File: src/rtl/decode_stage.sv
// decode_stage: registered RV32I/RV64I instruction decode with a valid/ready
// handshake on both sides, an optional two-entry skid buffer and pipeline flush.
module decode_stage #(
    parameter int XLEN = 32,
    parameter int SKID = 1
) (
    input  logic            clk,
    input  logic            rst,
    input  logic            flush,
    input  logic            in_valid,
    output logic            in_ready,
    input  logic [31:0]     in_instr,
    input  logic [XLEN-1:0] in_pc,
    output logic            out_valid,
    input  logic            out_ready,
    output logic [XLEN-1:0] out_pc,
    output logic [6:0]      opcode,
    output logic [4:0]      rd,
    output logic [2:0]      funct3,
    output logic [4:0]      rs1,
    output logic [4:0]      rs2,
    output logic [6:0]      funct7,
    output logic [XLEN-1:0] imm,
    output logic [2:0]      fmt,
    output logic            illegal,
    output logic            uses_rs1,
    output logic            uses_rs2,
    output logic            writes_rd
);

    typedef enum logic [2:0] {
        FMT_R   = 3'd0,
        FMT_I   = 3'd1,
        FMT_S   = 3'd2,
        FMT_B   = 3'd3,
        FMT_U   = 3'd4,
        FMT_J   = 3'd5,
        FMT_INV = 3'd7
    } fmt_e;

    typedef struct packed {
        logic [XLEN-1:0] pc;
        logic [31:0]     instr;
        logic [XLEN-1:0] imm;
        fmt_e            fmt;
        logic            illegal;
        logic            uses_rs1;
        logic            uses_rs2;
        logic            writes_rd;
    } bundle_t;

    bundle_t            dec;
    bundle_t            m;
    bundle_t            s;
    logic               m_valid;
    logic               s_valid;
    logic               rdy_q;
    logic               acc;
    logic               is_sys;
    logic               is_fence;
    logic signed [31:0] imm32;

    // Combinational decode of the incoming instruction into a bundle.
    always_comb begin
        dec       = '0;
        dec.pc    = in_pc;
        dec.instr = in_instr;
        imm32     = '0;
        is_sys    = (in_instr[6:0] == 7'b1110011);
        is_fence  = (in_instr[6:0] == 7'b0001111);
        // Every legal opcode ends in 2'b11, so compressed encodings fall to INV.
        case (in_instr[6:0])
            7'b0110011:                         dec.fmt = FMT_R;
            7'b0010011, 7'b0000011, 7'b1100111,
            7'b0001111, 7'b1110011:             dec.fmt = FMT_I;
            7'b0100011:                         dec.fmt = FMT_S;
            7'b1100011:                         dec.fmt = FMT_B;
            7'b0110111, 7'b0010111:             dec.fmt = FMT_U;
            7'b1101111:                         dec.fmt = FMT_J;
            default:                            dec.fmt = FMT_INV;
        endcase
        case (dec.fmt)
            FMT_I:   imm32 = {{20{in_instr[31]}}, in_instr[31:20]};
            FMT_S:   imm32 = {{20{in_instr[31]}}, in_instr[31:25], in_instr[11:7]};
            FMT_B:   imm32 = {{19{in_instr[31]}}, in_instr[31], in_instr[7],
                              in_instr[30:25], in_instr[11:8], 1'b0};
            FMT_U:   imm32 = {in_instr[31:12], 12'b0};
            FMT_J:   imm32 = {{11{in_instr[31]}}, in_instr[31], in_instr[19:12],
                              in_instr[20], in_instr[30:21], 1'b0};
            default: imm32 = '0;
        endcase
        dec.imm      = XLEN'(imm32);
        dec.illegal  = (dec.fmt == FMT_INV);
        dec.uses_rs1 = (dec.fmt inside {FMT_R, FMT_I, FMT_S, FMT_B}) &&
                       !(is_sys && in_instr[14]);
        dec.uses_rs2 = (dec.fmt inside {FMT_R, FMT_S, FMT_B});
        dec.writes_rd = (dec.fmt inside {FMT_R, FMT_I, FMT_U, FMT_J}) &&
                        (in_instr[11:7] != 5'd0) && !is_fence &&
                        !(is_sys && (in_instr[14:12] == 3'd0));
    end

    assign acc = in_valid && in_ready;

    // Main/skid register update: reset over flush over handshake.
    always_ff @(posedge clk) begin
        if (rst) begin
            m       <= '0;
            s       <= '0;
            m_valid <= 1'b0;
            s_valid <= 1'b0;
            rdy_q   <= 1'b1;
        end else if (flush) begin
            m_valid <= 1'b0;
            s_valid <= 1'b0;
            rdy_q   <= 1'b1;
        end else if (!m_valid || out_ready) begin
            // M empty or draining: the skid entry has priority (in_ready was
            // low, so nothing new can arrive while it is occupied).
            if (s_valid) begin
                m       <= s;
                m_valid <= 1'b1;
                s_valid <= 1'b0;
            end else begin
                m_valid <= acc;
                if (acc) m <= dec;
            end
            rdy_q <= 1'b1;
        end else if (acc && (SKID != 0)) begin
            s       <= dec;
            s_valid <= 1'b1;
            rdy_q   <= 1'b0;
        end else begin
            rdy_q <= !s_valid;
        end
    end

    // Ready is forced low during reset so the upstream never sees an early accept.
    always_comb begin
        if (SKID != 0) in_ready = !rst && rdy_q;
        else           in_ready = !rst && (!m_valid || out_ready);
    end

    assign out_valid = m_valid;
    assign out_pc    = m.pc;
    assign opcode    = m.instr[6:0];
    assign rd        = m.instr[11:7];
    assign funct3    = m.instr[14:12];
    assign rs1       = m.instr[19:15];
    assign rs2       = m.instr[24:20];
    assign funct7    = m.instr[31:25];
    assign imm       = m.imm;
    assign fmt       = m.fmt;
    assign illegal   = m.illegal;
    assign uses_rs1  = m.uses_rs1;
    assign uses_rs2  = m.uses_rs2;
    assign writes_rd = m.writes_rd;

endmodule

File: config.mk
export PLATFORM = sky130hd
export DESIGN_NAME = decode_stage
export DESIGN_NICKNAME = d
export VERILOG_FILES = /design/src/rtl/decode_stage.sv
export SDC_FILE = /design/constraint.sdc
export NUM_CORES = 1
export LEC_CHECK = 0
export BUFFER_PORTS_ARGS = -buffer_cell sky130_fd_sc_hd__buf_4
export CORE_ASPECT_RATIO = 0.9
export CORE_MARGIN = 1
export CORE_UTILIZATION = 45
export DETAILED_ROUTE_END_ITERATION = 10
export HOLD_SLACK_MARGIN = 0.1
export PLACE_DENSITY_LB_ADDON = 0.08
export SYNTH_ARGS = -nofsm -noshare
export SYNTH_HDL_FRONTEND = slang
export SYNTH_SLANG_ARGS = --single-unit
File: constraint.sdc
create_clock -name clk -period 4.9 [get_ports clk]
set_input_delay 0.245 -clock clk [delete_from_list [all_inputs] [get_ports clk]]
set_output_delay 0.245 -clock clk [all_outputs]
set_load 0.02 [all_outputs]
## Word-level counts from Yosys, hierarchy flattened

Index checks and enable logic that the tools add are counted.

| storage, ports and cells | value |
|---|---|
| input bits | 69 |
| flip-flop bits (word level) | 209 |
| output and inout port bits | 105 |
| logic and storage cells | 72 |

| operators by class | value |
|---|---|
| eq/ne operators | 17 |
| bitwise gates (word level) | 2 |
| reduce and logical (&&, ||, !) cells | 28 |
| multiplexer cells | 6 |

Operator list:

| kind | number |
|---|---|
| 103-bit two-way mux | 2 |
| 32-bit one-hot mux with 5 select lines | 1 |
| 7-bit equality test (second input constant) | 4 |
| 7-bit by 6-bit equality test with 1-bit output (second input constant) | 3 |
| 3-bit one-hot mux with 6 select lines | 1 |
| 7-bit by 5-bit equality test with 1-bit output (second input constant) | 2 |
| 3-bit equality test (second input constant) | 3 |
| 1-bit logical AND | 8 |
| 4-bit nonzero test | 2 |
| 7-bit by 2-bit equality test with 1-bit output (second input constant) | 1 |
| 7-bit by 4-bit equality test with 1-bit output (second input constant) | 1 |
| 3-bit by 2-bit equality test with 1-bit output (second input constant) | 2 |
| 1-bit logical NOT | 6 |
| 3-bit logical NOT | 2 |
| 3-bit AND reduction | 2 |
| 5-bit nonzero test | 1 |
| 5-bit OR reduction | 1 |
| 2-bit OR reduction | 2 |
| 3-bit by 1-bit equality test with 1-bit output (second input constant) | 1 |
| 3-bit nonzero test | 1 |
| 3-bit OR reduction | 1 |
| 1-bit two-way mux | 2 |
| 1-bit NOT | 2 |
| 2-bit nonzero test | 1 |
| 1-bit logical OR | 1 |

## Logic depth before layout (Yosys ltp)

| depth | value |
|---|---|
| depth after elaboration | 10 |
| mapped depth | 9 |

## Worst setup path after synthesis

Ideal clock, no wire load.

| path | value |
|---|---|
| path kind | reg2reg |
| start point | register m_valid (netlist: out_valid) |
| end point | register m, in the netlist imm[24] |
| setup slack | 3.210 ns |
| path buffers | 1 |
| data arrival time | 1.540 ns |
| data required time | 4.750 ns |
| stages on the path, launching flop included | 7 |
| setup time | 0.150 ns |
| period minus slack after synthesis | 1.690 ns |
| cells stage by stage | dfxtp_1 > nor2b_1 > a211oi_4 > nand2_1 > a21oi_1 > buf_4 > a2111oi_2 |

| between the ends | value |
|---|---|
| word-level cells in the longest chain between the ends | 3 |

RTL lines:

| item | line | text |
|---|---|---|
| start, declared | 55 | `logic m_valid;` |
| start signal, assigned | 109 | `m_valid <= 1'b0;` |
| start signal, assigned | 113 | `m_valid <= 1'b0;` |
| start signal, assigned | 121 | `m_valid <= 1'b1;` |
| 1-bit logical NOT | n/a |  |
| 1-bit logical OR | n/a |  |
| 3-bit AND reduction (no source line) | n/a |  |
| end signal, assigned | 120 | `m <= s;` |
| end, declared | 53 | `bundle_t m;` |

Every way passes these cells.
A chain may end at the register's enable or synchronous reset.

## Worst setup path after layout

| path | value |
|---|---|
| start point | register s_valid |
| end point | register m, in the netlist imm[28] |

| between the ends | value |
|---|---|
| word-level cells in the longest chain between the ends | 2 |
| elaborated cells between the ends (all ways) | 3 |
| those cells by class | mux: 1; reduce/logical: 2 |

RTL lines:

| item | line | text |
|---|---|---|
| start, declared | 56 | `logic s_valid;` |
| start signal, assigned | 110 | `s_valid <= 1'b0;` |
| start signal, assigned | 114 | `s_valid <= 1'b0;` |
| start signal, assigned | 122 | `s_valid <= 1'b0;` |
| 2-bit nonzero test (no source line) | n/a |  |
| 3-bit AND reduction (no source line) | n/a |  |

Parallel ways exist; a longest one is shown, timed or not.

==> summary.md <==
| Metric | Value |
|---|---|
| Register bit count reported by yosys | `209` |
| Yosys cell types | `57` |
| Initial antenna violation count | `0` |
| Row count | `48` |
| Syn Area/Cell | `8.70 um2` |
| GRT Overall Usage | `23.1%` |
| Vias in the first global route | `7,287` |
| Worst R2R Start | `s_valid` |
| Share of layout cells above drive strength 1 | `20.8%` |
| Placed Instances | `1,365` |
| Post-synth ARST share | `0%` |
| PwrDens | `331 nW/um2` |
| Worst setup path class | `reg2reg` |
| CTS H-tree lvls | `1` |
| Die width | `150 um` |
| Worst hold path type | `in2reg` |
| EDFF count, synth | `0` |
| Final std cell area, no fill | `11,600 um2` |
| Clk slew on worst S/H paths | `60 ps` |
| Reg2Reg Depth | `5` |
| Synthesized instance count | `1,024` |
| Core box area | `19,300 um2` |
| Avg WL per Cell | `16.1 um` |
| DRC viols | `0` |
| Req. time, crit path | `5300 ps` |
| Drt pass-1 iters | `7` |
| RSZ-0062 raised after global routing | `no` |
| Rel. slew slack | `31.0%` |
| Global-route wire length before repair | `38.1 mm` |
| Worst-skew pair later-pin latency | `500 ps` |
| Worst Tran Pin Value | `1040 ps` |
| Non-filler instance count after layout | `1,468` |
| Post-synth top flop | `dfxtp_1` |
| Post-layout minimum cycle time | `2810 ps` |
| Ant. Diodes | `0` |
| MaxCap Viol Count | `0` |
| Nets | `1,274` |
| Fill cells | `1,716` |
| Post-synth top area share | `47.0%` |
| Post-Syn Nets | `1,093` |
| WHS Path Cells | `4` |
| Hold_ws | `143 ps` |
| Largest net degree at the start of global routing | `162` |
| Max clock buf depth | `3` |
| Via count | `7,856` |
| Synthesized area | `8910 um2` |
| Initial drt markers | `458` |
| CTS sink count | `209` |
| Leak pwr | `4.20 nW` |
| Routed met1 length | `11.5 mm` |
| Hold path endpoint | `rdy_q` |
| Total I/O pin count | `174` |
| Antenna-violating nets left | `0` |
| Detailed-routed wire length on met3 | `1.31 mm` |
| CP startpoint kind | `flip-flop` |
| Final Hold Violating Endpoints | `0` |
| Synth area leader | `dfxtp_1` |
| Data arrival, critical path | `3220 ps` |
| Routed vias/inst | `5.35` |
| Synth warnings | `0` |
| DR WL met2 | `10.5 mm` |
| Achievable Freq | `355 MHz` |
| Global route overflow | `0` |
| Num CTS Buffers | `23` |
| Flop-to-flop setup slack | `2090 ps` |
| Period utilization | `57.4%` |
| Port Buffers | `173` |
| Slew Viols, Final | `0` |
| Setup_tns | `0 ps` |
| Synth-to-layout area growth | `30.3%` |
| Dpl cell area | `10,200 um2` |
| Hpwl dp | `14.4 mm` |
| Root buffer cell | `clkbuf_16` |
| Outcome | `completed` |
| Starting density of the core | `46.2%` |
| Min-delay src | `in_valid` |
| CP max FO | `161` |
| Reg2reg end | `imm[28]` |
| VDD IR max | `245 uV` |
| Clock skew | `16.4 ps` |
| Die Ht | `136 um` |
| Die area | `20,400 um2` |
| Routed WL | `23.7 mm` |
| Final setup viols | `0` |
| Post-synthesis sequential area ratio | `47.0%` |
| Crit end category | `flip-flop` |
| CTS tree | `yes` |
| Final RePlAce weighted congestion | `0.828` |
| Uppermost layer routed | `met4` |
| Synth area leaders | `dfxtp_1, mux2i_1, nand2_1` |
==> power breakdown <==
part	leakage [nW]	switching, mW	total, mW	internal (mW)
logic	2.15	0.244	0.432	0.188
registers	1.70	0.0266	1.77	1.75
clock network	0.359	0.665	1.64	0.979
==> synth_stat cells, drive strengths merged (3+ instances only) <==
| cell type | n |
|---|---|
| nor2 | 152 |
| o22ai | 3 |
| nand2b | 3 |
| inv | 6 |
| a21oi | 87 |
| o41ai | 8 |
| and2 | 3 |
| a2111oi | 14 |
| dfxtp | 209 |
| mux2i | 67 |
| nand3 | 11 |
| nand3b | 14 |
| a211oi | 94 |
| nor4 | 8 |
| nor2b | 6 |
| nand4 | 6 |
| o21ai | 6 |
| buf | 43 |
| o2111ai | 3 |
| and3 | 3 |
| clkbuf | 47 |
| o211ai | 4 |
| nor3 | 16 |
| a221oi | 14 |
| nand2 | 172 |
==> final cells by class <==
type / instances / area [um2] / area share (%)
clock inverters: 3 / 22.5 / 0.194
multi-input cells: 719 / 4330 / 37.3
clock buffers: 35 / 701 / 6.03
well taps: 250 / 313 / 2.69
inverters: 6 / 22.5 / 0.194
repair buffers: 246 / 2040 / 17.5
flip-flops and latches: 209 / 4190 / 36.1
==> sequential cells by signal (all words and copies together) (netlist names), 3 cells and up <==
| name | flops |
|---|---|
| funct3 | 3 |
| funct7 | 7 |
| fmt | 3 |
| s | 103 |
| rd | 5 |
| out_pc | 32 |
| rs2 | 5 |
| opcode | 7 |
| rs1 | 5 |
| imm | 32 |
==> what timing repair did <==
item | CTS | global route
resized for setup | 0 | 0
hold endpoints to repair | 112 | 0
hold buffers | 65 | 0
buffers inserted | 0 | 0
==> layer usage <==
metal | vias up | track usage, %
met4 | 0 | 4.88
li1 | 3988 | -
met1 | 3642 | 33.2
met5 | - | 0
met2 | 196 | 36.4
met3 | 30 | 3.40
==> cell families (layout without fill, tap and decap cells) <==
family / count (synthesis) / count (layout) / share of synthesized area (%)
and+or+nand+nor: 400 / 400 / 19.5
buffers and inverters: 96 / 290 / 4.59
xor gates and xnor gates: 1 / 1 / 0.0983
AOI/OAI and AO/OA: 251 / 251 / 21.3
DFF: 209 / 209 / 47.0
muxes: 67 / 67 / 7.53
==> stage by stage <==
step	power, mW	util [%]	setup WS [ps]
6_report	3.85	60.2	2090
5_1_grt	4.00	60.2	1870
4_1_cts	3.89	60.2	2070
3_5_place_dp	2.20	53.1	2090
3_3_place_gp	2.20	53.1	2160
2_1_floorplan	2.03	-	3210
==> worst max path at each step <==
stage	slack (ps)	start	endpoint	depth (start not counted)
2_1_floorplan	3210	out_valid	imm[24]	6
4_1_cts	2070	s_valid	imm[28]	5
3_5_place_dp	2090	s_valid	imm[28]	5
5_1_grt	1870	s_valid	imm[22]	5
3_3_place_gp	2160	rst	imm[0]	5
6_report	2090	s_valid	imm[28]	5
==> critical path: stages, from the launching register on <==
cell and delay [ps]:
dfxtp_4 700, inv_1 530, a211oi_4 410, buf_12 570
nor2_1 120, a2111oi_2 350
==> placed cells by master (no fill, tap or decap), types with 5 or more instances in the layout <==
master,count
nor4_1,6
a211oi_1,84
clkbuf_16,23
clkbuf_8,8
inv_1,6
nand3b_1,13
a21oi_1,86
nor3_1,16
nand2_1,172
a221oi_1,14
a2111oi_2,10
nor2_1,152
nand3_1,9
dfxtp_1,208
nor2b_1,6
a211oi_2,9
o41ai_2,8
dlygate4sd3_1,65
mux2i_1,67
buf_4,178
nand4_1,6
o21ai_0,5
(Power assumes the default switching activity.)
